--- config.mk ---
export PLATFORM = sky130hd
export DESIGN_NAME = operand_seq_flat
export DESIGN_NICKNAME = d
export VERILOG_FILES = /design/src/rtl/operand_seq_pkg.sv /design/src/rtl/operand_seq_if.sv /design/src/rtl/operand_seq_reg32_en.sv /design/src/rtl/operand_seq.sv /design/src/flat_wrapper.sv
export SDC_FILE = /design/constraint.sdc
export NUM_CORES = 1
export LEC_CHECK = 0
export CORE_AREA = 2 2 96 98
export CTS_BUF_LIST = sky130_fd_sc_hd__clkbuf_2 sky130_fd_sc_hd__clkbuf_4 sky130_fd_sc_hd__clkbuf_8
export CTS_CLUSTER_DIAMETER = 60
export DETAILED_ROUTE_END_ITERATION = 7
export DIE_AREA = 0 0 98 100
export DONT_BUFFER_PORTS = 1
export PLACE_DENSITY_LB_ADDON = 0.2
export RECOVER_POWER = 25
export SYNTH_ARGS = -nofsm -noshare
export SYNTH_HDL_FRONTEND = slang
export SYNTH_SLANG_ARGS = --single-unit
export TNS_END_PERCENT = 100
--- constraint.sdc ---
create_clock -name clk -period 2 [get_ports clk]
set_input_delay 0.6 -clock clk [delete_from_list [all_inputs] [get_ports clk]]
set_output_delay 0.6 -clock clk [all_outputs]
set_load 0.02 [all_outputs]
--- src/rtl/operand_seq_pkg.sv ---
// operand_seq_pkg: shared state encoding, op-code constants and data width for operand_seq.
package operand_seq_pkg;
  localparam int DW = 32;
  localparam int CW = 16;
  typedef enum logic [1:0] {IDLE, GET_B, EXEC, HOLD} state_e;
  localparam logic [2:0] OP_AND = 3'd0;
  localparam logic [2:0] OP_OR  = 3'd1;
  localparam logic [2:0] OP_ADD = 3'd2;
  localparam logic [2:0] OP_XOR = 3'd3;
  localparam logic [2:0] OP_NOR = 3'd4;
  localparam logic [2:0] OP_SRL = 3'd5;
  localparam logic [2:0] OP_SUB = 3'd6;
  localparam logic [2:0] OP_SLT = 3'd7;
endpackage

--- src/rtl/operand_seq_if.sv ---
// operand_seq_if: operand upstream, element/MUX loop and result downstream signals.
// The zero port exists only when ZERO_FLAG_EN is defined.
interface operand_seq_if;
  import operand_seq_pkg::*;
  logic          in_valid;
  logic [DW-1:0] in_data;
  logic [2:0]    in_op;
  logic          in_ready;
  logic [DW-1:0] A;
  logic [DW-1:0] B;
  logic [2:0]    op;
  logic [DW-1:0] res_in;
  logic [DW-1:0] res;
  logic          res_valid;
  logic          res_ready;
  logic [CW-1:0] ops_done;
`ifdef ZERO_FLAG_EN
  logic          zero;
`endif
  modport slave (
    input  in_valid, in_data, in_op, res_in, res_ready,
`ifdef ZERO_FLAG_EN
    output zero,
`endif
    output in_ready, A, B, op, res, res_valid, ops_done
  );
  modport master (
    output in_valid, in_data, in_op, res_in, res_ready,
`ifdef ZERO_FLAG_EN
    input  zero,
`endif
    input  in_ready, A, B, op, res, res_valid, ops_done
  );
endinterface

--- src/rtl/operand_seq_reg32_en.sv ---
// reg32_en: 32-bit register with synchronous active-high reset and load enable.
module reg32_en
  import operand_seq_pkg::*;
(
  input  logic          clk,
  input  logic          rst,
  input  logic          en_i,
  input  logic [DW-1:0] d_i,
  output logic [DW-1:0] q_o
);
  logic [DW-1:0] q_q;
  always_ff @(posedge clk) begin
    if (rst) q_q <= '0;
    else if (en_i) q_q <= d_i;
  end
  assign q_o = q_q;
endmodule

--- src/rtl/operand_seq.sv ---
// operand_seq: collects operand A, then B with op, returns the registered element result over a valid/ready handshake.
// Optional ZERO_FLAG_EN adds a registered zero flag captured with the result.
module operand_seq
  import operand_seq_pkg::*;
(
  input  logic clk,
  input  logic rst,
  operand_seq_if.slave bus
);
  state_e        state_q, state_d;
  logic [2:0]    op_q, op_d;
  logic [CW-1:0] ops_done_q, ops_done_d;
  logic [DW-1:0] a_q, b_q, res_q;
  logic          in_ready, res_valid, res_hs;
  logic          ld_a, ld_b, ld_res;

  always_comb begin
    state_d   = state_q;
    in_ready  = 1'b0;
    res_valid = 1'b0;
    ld_a      = 1'b0;
    ld_b      = 1'b0;
    ld_res    = 1'b0;
    unique case (state_q)
      IDLE: begin
        in_ready = 1'b1;
        ld_a     = bus.in_valid;
        state_d  = bus.in_valid ? GET_B : IDLE;
      end
      GET_B: begin
        in_ready = 1'b1;
        ld_b     = bus.in_valid;
        state_d  = bus.in_valid ? EXEC : GET_B;
      end
      EXEC: begin
        ld_res  = 1'b1;
        state_d = HOLD;
      end
      HOLD: begin
        res_valid = 1'b1;
        state_d   = bus.res_ready ? IDLE : HOLD;
      end
    endcase
  end

  assign res_hs     = res_valid & bus.res_ready;
  assign op_d       = ld_b ? bus.in_op : op_q;
  assign ops_done_d = res_hs ? ops_done_q + 1'b1 : ops_done_q;

  always_ff @(posedge clk) begin
    if (rst) begin
      state_q    <= IDLE;
      op_q       <= OP_AND;
      ops_done_q <= '0;
    end else begin
      state_q    <= state_d;
      op_q       <= op_d;
      ops_done_q <= ops_done_d;
    end
  end

  reg32_en u_a   (.clk(clk), .rst(rst), .en_i(ld_a),   .d_i(bus.in_data), .q_o(a_q));
  reg32_en u_b   (.clk(clk), .rst(rst), .en_i(ld_b),   .d_i(bus.in_data), .q_o(b_q));
  reg32_en u_res (.clk(clk), .rst(rst), .en_i(ld_res), .d_i(bus.res_in),  .q_o(res_q));

`ifdef ZERO_FLAG_EN
  logic zero_q;
  always_ff @(posedge clk) begin
    if (rst) zero_q <= 1'b0;
    else if (ld_res) zero_q <= (bus.res_in == '0);
  end
  assign bus.zero = zero_q;
`endif

  assign bus.in_ready  = in_ready;
  assign bus.res_valid = res_valid;
  assign bus.A         = a_q;
  assign bus.B         = b_q;
  assign bus.op        = op_q;
  assign bus.res       = res_q;
  assign bus.ops_done  = ops_done_q;
endmodule

--- src/flat_wrapper.sv ---
// flat-port wrapper written by rule: the top's interface ports become plain ports
module operand_seq_flat import operand_seq_pkg::*;
  (clk, rst, bus_in_valid, bus_in_data, bus_in_op, bus_res_in, bus_res_ready, bus_in_ready, bus_A, bus_B, bus_op, bus_res, bus_res_valid, bus_ops_done);
  operand_seq_if bus_i ();
  input  logic clk;
  input  logic rst;
  input wire logic [$bits(bus_i.in_valid)-1:0] bus_in_valid;
  input wire logic [$bits(bus_i.in_data)-1:0] bus_in_data;
  input wire logic [$bits(bus_i.in_op)-1:0] bus_in_op;
  input wire logic [$bits(bus_i.res_in)-1:0] bus_res_in;
  input wire logic [$bits(bus_i.res_ready)-1:0] bus_res_ready;
  output wire logic [$bits(bus_i.in_ready)-1:0] bus_in_ready;
  output wire logic [$bits(bus_i.A)-1:0] bus_A;
  output wire logic [$bits(bus_i.B)-1:0] bus_B;
  output wire logic [$bits(bus_i.op)-1:0] bus_op;
  output wire logic [$bits(bus_i.res)-1:0] bus_res;
  output wire logic [$bits(bus_i.res_valid)-1:0] bus_res_valid;
  output wire logic [$bits(bus_i.ops_done)-1:0] bus_ops_done;
  assign bus_i.in_valid = bus_in_valid;
  assign bus_i.in_data = bus_in_data;
  assign bus_i.in_op = bus_in_op;
  assign bus_i.res_in = bus_res_in;
  assign bus_i.res_ready = bus_res_ready;
  assign bus_in_ready = bus_i.in_ready;
  assign bus_A = bus_i.A;
  assign bus_B = bus_i.B;
  assign bus_op = bus_i.op;
  assign bus_res = bus_i.res;
  assign bus_res_valid = bus_i.res_valid;
  assign bus_ops_done = bus_i.ops_done;
  operand_seq u_core (.clk(clk), .rst(rst), .bus(bus_i));
endmodule
==> qor.csv, run 1 <==
metric,value,unit
status,finished clean,
reg-to-reg critical path startpoint,u_core.state_q[1],
DRC,0,
hold slack,0.2528,ns
vias in the first global route,3180,
Slew headroom,73.27,%
sequential fraction of the synthesis area,55.29,%
GRT Util Overall,19.93,%
power per cell area,1083,mW/mm^2
Die Wd,98,um
worst-path cell chain,nand3_1 -> or2_1 -> or4_1 -> a21oi_1,
"delay-heaviest family, CP",simple AND/OR/NAND/NOR gates,
Netlist Area Pre-Place,0.004237,sq mm
Reg2Reg Depth,4,
CTS H-tree lvls,4,
synthesized-area fraction occupied by adder cells,0.2953,%
syn_nets,600,
deepest clock path buffer count,2,
critical path data required time,2.34,ns
Syn Area/Cell,8.024,sq um
n_diodes,0,
WP buf/inv,0,
Max Clock Skew,0.01453,ns
nets,602,
Setup crit start kind,flop,
"commonest non-fill, non-tap cell in the layout",nand2_1,
hold worst-path end,u_core.u_res.q_o[14],
Critical Path AT,2.16,ns
unrepaired setup endpoints after global routing,no,
CTS sink cnt,117,
post_cts resized,0,
max-cap viol count,0,
Achievable Freq,549.4,MHz
Layout area overhead,13.59,%
CP endpoint kind,flop,
vias,3460,
buffers added on ports,0,
share of cells above drive strength 1,10.87,%
dpl hpwl,6.545,mm
"Hold-fix buffers, CTS",0,
Initial Utilization,47.66,%
die height,100,um
CP Class,reg -> reg,
peak fanout along the critical path,9,
Min-Delay Path Class,in -> reg,
Hold Crit Start,rst,
Synth Area in Simple Gates,24.90,%
R2R setup slack,0.18,ns
GRT overflow,0,
yosys warns,0,
global-route wire length before repair,15.68,mm
max-slew violation count,0,
multiplexer share of the synthesized area,0.2363,%
Core Area,0.008890,sq mm
total CTS buffers,17,
DIE AREA,0.009800,sq mm
Yosys top cell area share,55.29,%
vias per cell,5.291,
Worst Hold Depth,1,
wire per inst,15.34,um
#FFs+latches synth,117,
GPL Wtd Cong,0.7844,
initial antenna violation count,0,
largest net degree at the start of global routing,118,
Tcrit/Tclk final,91.02,%
post-synthesis xor/xnor area fraction,2.274,%
Synth cell types,35,
std cell rows,35,
VDD IR max,0.6174,mV
DRT iter0 DRCs,129,
Worst-Margin Slew,0.4009,ns
Setup TNS,0,ns
post-route ant nets,0,
"Hold Vio Cnt, Final",0,
post-synth top area cell,dfxtp_1,
"commonest non-fill, non-tap cells in the layout","205 x nand2_1, 117 x dfxtp_1, 104 x a21oi_1",
Post-Syn Instances,528,
first-pass iteration count of the detailed router,4,
Clock Latency Late Sink,0.42,ns
Pleak,1.721,nW
highest-delay cell along the critical path,or4_1,
I/O pins,188,
Synth Area in Compound Gates,13.17,%
top post-synthesis cells by area,"dfxtp_1 55%, nand2_1 18%, a21oi_1 12%, clkbuf_1 2.2%, xor2_1 1.2%",
CTS tree,built,
post-CTS setup buffer count,0,
root buf cell,clkbuf_8,
clock-pin slew on the worst setup and hold paths,0.07,ns
Period minus WS final,1.820,ns
WL final,10.04,mm
final count of negative-setup-slack endpoints,0,
Critical R2R Capture,u_core.bus.ops_done[15],
largest family of logic cells by synthesized area,simple AND/OR/NAND/NOR gates,
crit-path max cell delay,0.49,ns
==> metrics by stage <==
stage | instances | area (sq um) | utilization (%) | setup WS [ns] | power, mW
after detailed placement | 622 | 4397 | 49.46 | 0.3095 | 2.976
final | 654 | 4812 | 54.13 | 0.1797 | 5.214
after global placement | 622 | 4397 | 49.46 | 0.3342 | 2.963
after global routing | 654 | 4812 | 54.13 | 0.04606 | 5.409
after CTS | 654 | 4828 | 54.31 | 0.1161 | 5.267
after floorplan | 528 | 4237 | - | 0.3244 | 2.916
==> logic make-up after synthesis <==
group / Yosys count
AOI/OAI and AO/OA: 110
xor gates and xnor gates: 11
adders and majority gates: 1
buffers and inverters: 38
DFF: 117
muxes: 1
and+or+nand+nor: 250
==> worst max-delay path by stage <==
stage	startpoint	endpoint	slack (ns)	depth (start not counted)
2_1_floorplan	u_core.bus.ops_done[2]	u_core.bus.ops_done[15]	0.32	5
3_3_place_gp	bus_res_ready	u_core.bus.ops_done[15]	0.33	4
3_5_place_dp	bus_res_ready	u_core.bus.ops_done[15]	0.31	4
4_1_cts	u_core.state_q[0]	bus_res_valid	0.12	2
5_1_grt	u_core.state_q[1]	u_core.bus.ops_done[15]	0.05	4
6_report	u_core.state_q[1]	u_core.bus.ops_done[15]	0.18	4
==> worst reg2reg max path, stage by stage, from the launching register on <==
cell,delay [ns]
dfxtp_1,0.48
nand3_1,0.29
or2_1,0.36
or4_1,0.49
a21oi_1,0.14
==> state kept, by name, indices dropped and copies added (netlist names) <==
register / count
u_core.bus.op: 3
u_core.bus.ops_done: 16
u_core.state_q: 2
u_core.u_a.q_o: 32
u_core.u_b.q_o: 32
u_core.u_res.q_o: 32
==> layout make-up <==
class | count | area (sq um)
clock buffers | 21 | 282.8
clock inverters | 11 | 148.9
fillers | 854 | 4078
inverters | 1 | 3.754
multi-input cells | 373 | 1724
flip-flops and latches | 117 | 2342
well taps | 111 | 138.9
repair buffers | 20 | 171.4
==> synthesized netlist by cell type (all sizes together) <==
library cell and n:
a211oi 1, a21o 1, a21oi 104, and2 2, and3 2, and4 3
buf 12, clkbuf 25, dfxtp 117, ha 1, inv 1, mux2i 1
nand2 205, nand2b 2, nand3 6, nand4 5, nor2 13, nor2b 2
nor3 3, nor4 2, o21ai 3, o31ai 1, or2 1, or3 3
or4 1, xnor2 5, xor2 6
==> power breakdown <==
part	switching, mW	internal [mW]
logic	0.175	0.101
clock network	0.950	1.35
registers	0.201	2.44
==> metal layers <==
layer | up-vias | track usage, % | wire length [um]
li1 | 1719 | - | -
met1 | 1606 | 22.74 | 3981
met2 | 113 | 32.72 | 4909
met3 | 22 | 8.496 | 929
met4 | 0 | 8.868 | 214
met5 | - | 0 | 0
(Power assumes the default switching activity.)
==> run 2: changes to the inputs <==
- CORE_AREA: 2 2 96 98 -> 2 2 103 105
- DIE_AREA: 0 0 98 100 -> 0 0 105 107
- DONT_BUFFER_PORTS: 1 -> not set
==> run 2 against run 1 <==
Net effect: first-iteration DRC count increased by 40%; register-to-register slack improved by 0.15 ns; worst hold slack gained 0.20 ns; sequential cell count unchanged; utilization up 11 points; sequential share of layout area shrank 13 points; non-clock buffer count increased by 184; critical path type is now reg -> out; highest routed layer unchanged.
==> qor.csv, run 2 (synthesis results as in run 1) <==
metric,value,unit
status,finished clean,
footprint of the multi-input gates,0.001737,sq mm
wire per inst,14.18,um
Achievable Freq,506.8,MHz
die height,107,um
final count of negative-setup-slack endpoints,0,
Min-Delay Path Class,reg -> reg,
post-CTS setup buffer count,0,
max-slew violation count,0,
DRT iter0 DRCs,180,
filler cell count,937,
post-route ant nets,0,
register area,0.002342,sq mm
Hold Crit Start,u_core.u_b.q_o[6],
Setup crit start kind,flop,
Slew headroom,57.61,%
Final Cell Area,0.006585,sq mm
CP endpoint kind,output port,
GRT Util Overall,21.48,%
"Hold Vio Cnt, Final",0,
Die Wd,105,um
peak fanout along the critical path,2,
Period minus WS final,1.973,ns
first-pass iteration count of the detailed router,4,
Crit path depth,1,
DRC,0,
Worst Hold Depth,2,
GRT overflow,0,
highest-delay cell along the critical path,clkdlybuf4s50_1,
dpl hpwl,8.222,mm
CP Class,reg -> out,
power per cell area,814.7,mW/mm^2
"delay-heaviest family, CP",buffers and inverters,
"commonest non-fill, non-tap cells in the layout","205 x nand2_1, 117 x dfxtp_1, 104 x a21oi_1",
VDD IR max,0.5261,mV
final worst setup slack,0.02674,ns
Critical Path AT,1.37,ns
initial antenna violation count,0,
vias,4196,
n_diodes,0,
Post-Place Setup Slack,-0.1900,ns
Clock Latency Late Sink,0.43,ns
vias in the first global route,3967,
share of cells above drive strength 1,7.703,%
Core Area,0.01009,sq mm
Max Clock Skew,0.009424,ns
max-cap viol count,0,
origin of the worst setup path,u_core.u_res.q_o[16],
Initial Utilization,41.98,%
total CTS buffers,17,
clock-pin slew on the worst setup and hold paths,0.07,ns
largest net degree at the start of global routing,57,
Pleak,3.130,nW
worst-path cell chain,clkdlybuf4s50_1,
vias per cell,4.862,
global-route wire length before repair,19.04,mm
Tcrit/Tclk final,98.66,%
std cell rows,37,
critical path data required time,1.40,ns
Critical R2R Capture,u_core.u_b.q_o[7],
crit-path max cell delay,0.62,ns
buffers added on ports,187,
CTS sink cnt,117,
Setup TNS,0,ns
GPL Wtd Cong,0.7646,
WL final,12.24,mm
CTS tree,built,
Worst-Margin Slew,0.6358,ns
deepest clock path buffer count,2,
R2R setup slack,0.33,ns
WP buf/inv,1,
nets,786,
Placement Cell Area,0.006325,sq mm
Layout area overhead,55.43,%
Pwr Total,5.365,mW
root buf cell,clkbuf_8,
Reg2Reg Depth,6,
reg-to-reg critical path startpoint,u_core.state_q[1],
DIE AREA,0.01124,sq mm
"commonest non-fill, non-tap cell in the layout",nand2_1,
CTS H-tree lvls,4,
I/O pins,188,
hold worst-path end,u_core.u_b.q_o[6],
run 2: timing repair:
| item | in CTS | in global routing |
|---|---|---|
| gates resized for setup | 74 | 38 |
| endpoints found under the setup margin | 74 | 38 |
| hold buffers | 0 | 0 |
run 2: cell type report:
class | instances | area share, %
flip-flops and latches | 117 | 35.57
repair buffers | 204 | 29.51
multi-input cells | 373 | 26.37
clock buffers | 22 | 4.313
well taps | 136 | 2.584
clock inverters | 10 | 1.596
inverters | 1 | 0.05700
run 2: per-layer routing:
metal  share of wire (%)  GRT usage [%]  vias to the layer above
li1                    -              -                     2096
met1                  40          23.74                     1953
met3                 6.9          8.146                       20
met2                  51          36.83                      127
met5                   0              0                        -
met4                 2.0          9.524                        0
run 2: power by group:
group          switching (mW)  internal, mW
Sequential             0.0486          2.44
Clock                   0.913          1.20
Combinational           0.428         0.339
Total                    1.39          3.98
run 2: worst max-delay path by stage:
| stage | endpoint |
|---|---|
| after floorplan | u_core.bus.ops_done[15] |
| after global placement | u_core.bus.ops_done[15] |
| after detailed placement | u_core.bus.ops_done[15] |
| after CTS | bus_B[2] |
| after global routing | bus_res[16] |
| final | bus_res[16] |
run 2: through the flow:
stage | hold WS [ns] | util [%] | cells
global placement | 0.4411 | 62.67 | 831
floorplan | 0.5345 | - | 528
detailed placement | 0.4455 | 62.67 | 831
global route | 0.4711 | 65.25 | 863
CTS | 0.4543 | 65.61 | 863
finish | 0.4530 | 65.25 | 863
==> edit 1, RTL diff (settings of run 2) <==
Set the package constant `CW` to 17 (it was 16).
--- a/src/rtl/operand_seq_pkg.sv
+++ b/src/rtl/operand_seq_pkg.sv
@@ -2,5 +2,5 @@
 package operand_seq_pkg;
   localparam int DW = 32;
-  localparam int CW = 16;
+  localparam int CW = 17;
   typedef enum logic [1:0] {IDLE, GET_B, EXEC, HOLD} state_e;
   localparam logic [2:0] OP_AND = 3'd0;
Ports: changed (resized bus_ops_done); port bits go from 188 to 189. No check against the original RTL was run, so the function may have changed too.
==> edit 1 against run 2 <==
- sequential cell count rose by 1
- cell area rose by 2.6%
- setup slack improved by 11 ps
- synthesized area rose by 0.38%
- clock power fell by 3%
- routed wire length rose by 0.60%
- power fell by 0.53%
- via count rose by 1.1%
- core utilization rose by 1.7 points
- critical path type unchanged
==> edit 1: results (changes against run 2) <==
Worst Hold Slack=450.5 ps (-2.559 ps); Sequential Power Share=47.0% (+0.7 points); gr usage total=21.70% (+0.22 points); pre-CTS WS=-384.3 ps (-194.3 ps); syn nets=609 (+1.5%); Clk. pwr=2.04 mW (-3%); sequential share of the synthesized area=55.55% (+0.26 points); Clock-cell share=5.594% (-0.32 points); setup slack after layout=37.79 ps (+11.05 ps); Detail Placement HPWL=8.445 mm (+2.7%); CP peak stage delay=600 ps (-20 ps); nonclk buf count=209 (+2.5%); layout net count=801 (+1.9%); Port Buffers=188 (+0.53%); VDD IR max=608.7 uV (+16%); via count=4242 (+1.1%); Internal Power=3.839 mW (-3.4%); Area growth syn-to-layout=58.84%; routability cong.=0.7859 (+2.8%); placed instance count=846 (+1.8%); fin cells=878 (+1.7%); aggregate routed wire length=12.31 mm (+0.60%); status=finished clean; Non-clock buffering overhead=30.86% (+1.3 points); worst rel slew slack=57.45% (-0.17 points); DR iter-0 viols=165 (-8.3%); Fill cells=895 (-4.5%); largest net degree at the start of global routing=71 (+25%); top post-synthesis cells by area=dfxtp_1, nand2_1, a21oi_1; Netlist cell types=31 (-11%); top cells by count, synth=nand2_1, dfxtp_1, a21oi_1; sequential share of cell area=34.99% (-0.58 points); layout cells sized above 1=8.086% (+0.38 points); global-route wire length before repair=19.62 mm (+3.0%); Multi-In Gates=380 (+1.9%); layout clock buffer count=18 (-18%); Clock Skew=14.38 ps (+4.957 ps); vias in the first global route=4106 (+3.5%); Pre-antenna DRT Iters=4 (unchanged)
==> edit 1: cell types whose count changed in the layout (fill, tap and decap cells not counted), moves of 5 or more <==
cell and change:
clkdlybuf4s50_1 +8, dlymetal6s2s_1 +29, clkinv_4 +5, clkbuf_4 -5, buf_4 +7, dlygate4sd2_1 -40
==> edit 1: worst paths after layout <==
check | start | end | cells after the start
max | u_core.u_a.q_o[24]$_SDFFE_PP0P_ | bus_A[24] | 1
max reg2reg | u_core.bus.ops_done[0]$_SDFFE_PP0P_ | u_core.bus.ops_done[15]$_SDFFE_PP0P_ | 4
min | u_core.u_b.q_o[22]$_SDFFE_PP0P_ | u_core.u_b.q_o[22]$_SDFFE_PP0P_ | 2
min reg2reg | u_core.u_b.q_o[22]$_SDFFE_PP0P_ | u_core.u_b.q_o[22]$_SDFFE_PP0P_ | 2
==> edit 1: cells by family (layout without fill, tap and decap cells) <==
family	count (synthesis)	after routing	share of synthesized area (%)
AO/OA/AOI/OAI	114	114	13.68
buffers and inverters	39	244	3.560
AND/OR/NAND/NOR	254	254	24.51
flip-flops	118	118	55.55
multiplexers	3	3	0.7649
adder cells (fa/ha/maj)	1	1	0.2942
XOR/XNOR	8	8	1.648
==> edit 1: what timing repair did <==
item                                   in CTS  in global routing
endpoints found under the hold margin       0                  0
setup buffers                               0                  0
setup endpoints to repair                  35                 73
resized for setup                          36                 73
==> edit 1: metal layers <==
| metal | up-vias | track usage [%] | part of all wire [%] |
|---|---|---|---|
| met4 | 0 | 8.190 | 1.7 |
| li1 | 2139 | - | - |
| met2 | 154 | 36.27 | 48 |
| met5 | - | 0 | 0 |
| met1 | 1930 | 25.00 | 42 |
| met3 | 19 | 8.754 | 8.4 |
==> edit 2, RTL diff (flow settings as in run 2) <==
Made on the original files. The 4 states of `state_e` get a one-hot encoding in 4 bits.
--- a/src/rtl/operand_seq_pkg.sv
+++ b/src/rtl/operand_seq_pkg.sv
@@ -3,5 +3,5 @@
   localparam int DW = 32;
   localparam int CW = 16;
-  typedef enum logic [1:0] {IDLE, GET_B, EXEC, HOLD} state_e;
+  typedef enum logic [3:0] {IDLE = 4'b0001, GET_B = 4'b0010, EXEC = 4'b0100, HOLD = 4'b1000} state_e;
   localparam logic [2:0] OP_AND = 3'd0;
   localparam logic [2:0] OP_OR  = 3'd1;
Function: no difference found for any inputs over 10 cycles, from zero or initial values and one cycle with rst high; not proved beyond that.
==> edit 2 against run 2 <==
- synthesized cell count increased by 2.3%
- sequential share of layout area is 0.98 points higher
- non-clock buffer count up 4
- core utilization decreased by 0.66 points
- routed wire length grew 0.95%
- count of clock-buffer cells in the layout shrank 2
- cell count up 1.7%
- sequential cell count increased by 2
- critical path depth stayed put
- power decreased by 6.5%
- cell area fell by 1.0%
- setup slack improved by 22 ps
- synthesized area up 1.6%
- critical path type unchanged
- largest cell class unchanged
==> edit 2: results (changes against run 2) <==
status=finished clean; WL/cell=14.07 um (-0.78%); Pre-antenna DRT Iters=4 (unchanged); Post-synth ARST share=0% (unchanged); top cells by count, synth=nand2_1, dfxtp_1, a21oi_1; synthesized instance count=540 (+2.3%); worst rel slew slack=62.07% (+4.5 points); type of the most critical hold path=flop to flop; sequential share of the synthesized area=55.33% (about the same); min-delay src=u_core.u_b.q_o[24]$_SDFFE_PP0P_; CP peak stage delay=620 ps (about the same); H-tree depth=4 (unchanged); pre-CTS WS=-77.01 ps (+113.0 ps); routability cong.=0.8521 (+11%); layout cells sized above 1=7.547% (-0.16 points); Root Driver=clkbuf_8; ANT cells=0 (unchanged); clock latency at the later pin of the worst-skew pair=410 ps (-20 ps); initial antenna violation count=0 (unchanged); top_reg_cell synth=dfxtp_1; Worst Hold Slack=449.6 ps (-3.467 ps); critical path peak fanout=2 (unchanged); placed instance count=844 (+1.6%); Netlist cell types=27 (-23%); final period utilization=97.58% (-1.1 points); Num CTS Buffers=17 (unchanged); gr usage total=21.96% (+0.48 points); aggregate routed wire length=12.35 mm (+0.95%); vias in the first global route=4257 (+7.3%); worst r2r src=u_core.state_q[2]$_SDFF_PP0_; Clock Skew=16.45 ps (+7.021 ps); Detail Placement HPWL=8.526 mm (+3.7%); drt via density=4.899 (+0.75%); Internal Power=3.799 mW (-4.4%); WHS Path Cells=2 (unchanged); global-route wire length before repair=20.06 mm (+5.4%); Placed Area=6420 um^2 (+1.5%); syn nets=612 (+2.0%); Worst EP arrival=1350 ps (-20 ps); layout net count=801 (+1.9%); CP Launch Point=u_core.u_a.q_o[10]$_SDFFE_PP0P_; R2R setup slack=160 ps (-170 ps); Port Buffers=187 (unchanged); largest net degree at the start of global routing=52 (-8.8%); top post-synthesis cells by area=dfxtp_1, nand2_1, a21oi_1; synth warn=0 (unchanged); clock-pin slew on the worst setup and hold paths=70 ps (about the same); family with the most delay on the worst path=buffers and inverters; DR iter-0 viols=201 (+12%); Yosys top cell area share=55.33% (about the same); R2R depth=5 (-1); Critical-path top delay cell=clkdlybuf4s50_1; Leak Pwr=2.716 nW (-13%); clk buf depth=2 (unchanged); VDD IR max=534.8 uV (+1.7%)
edit 2: cell types whose count changed after synthesis, sizes merged, moves of 3 or more:
cell    change
a21oi       +7
buf         -5
o21ai       +3
xnor2       -4
nor4b       +3
clkbuf      +6
nor2        -3
edit 2: metal layers:
metal  global-route usage [%]  part of all wire, %  vias to the layer above
met1                    25.26                   40                     1989
met4                    7.619                  1.3                        0
met2                    36.87                   50                      137
met3                    9.119                  7.9                       12
met5                        0                    0                        -
li1                         -                    -                     2163
edit 2: worst paths after layout:
kind	endpoint
max	bus_A[10]
min reg2reg	u_core.u_b.q_o[24]$_SDFFE_PP0P_
max reg2reg	u_core.u_res.q_o[22]$_SDFFE_PP0N_
min	u_core.u_b.q_o[24]$_SDFFE_PP0P_
edit 2: cell type report:
type	count	area, um^2
well taps	136	170.2
fillers	950	3573
clock buffers	20	256.5
clock inverters	12	130.1
flip-flops and latches	119	2382
repair buffers	208	1799
multi-input cells	383	1780
edit 2: cell families (layout without fill, tap and decap cells):
family          count (synthesis)  count (layout)  synth area share (%)
simple gates                  252             252                 24.73
buf+inv                        38             240                 3.516
fa+ha+maj                       1               1                0.2906
compound gates                122             122                 14.50
xor+xnor                        8               8                 1.627
flops                         119             119                 55.33
edit 2: timing repair:
| action | CTS | global route |
|---|---|---|
| setup endpoints to repair | 32 | 68 |
| resized for setup | 39 | 65 |
| buffers inserted | 0 | 2 |
| pin swaps | 0 | 2 |
edit 2: power groups by stage:
stage	Clock, mW	Combinational [mW]	Sequential (mW)
CTS	2.15	0.510	2.45
global route	2.26	0.517	2.45
floorplan	0	0.142	2.56
finish	2.09	0.475	2.45
global placement	0	0.509	2.50
detailed placement	0	0.515	2.50
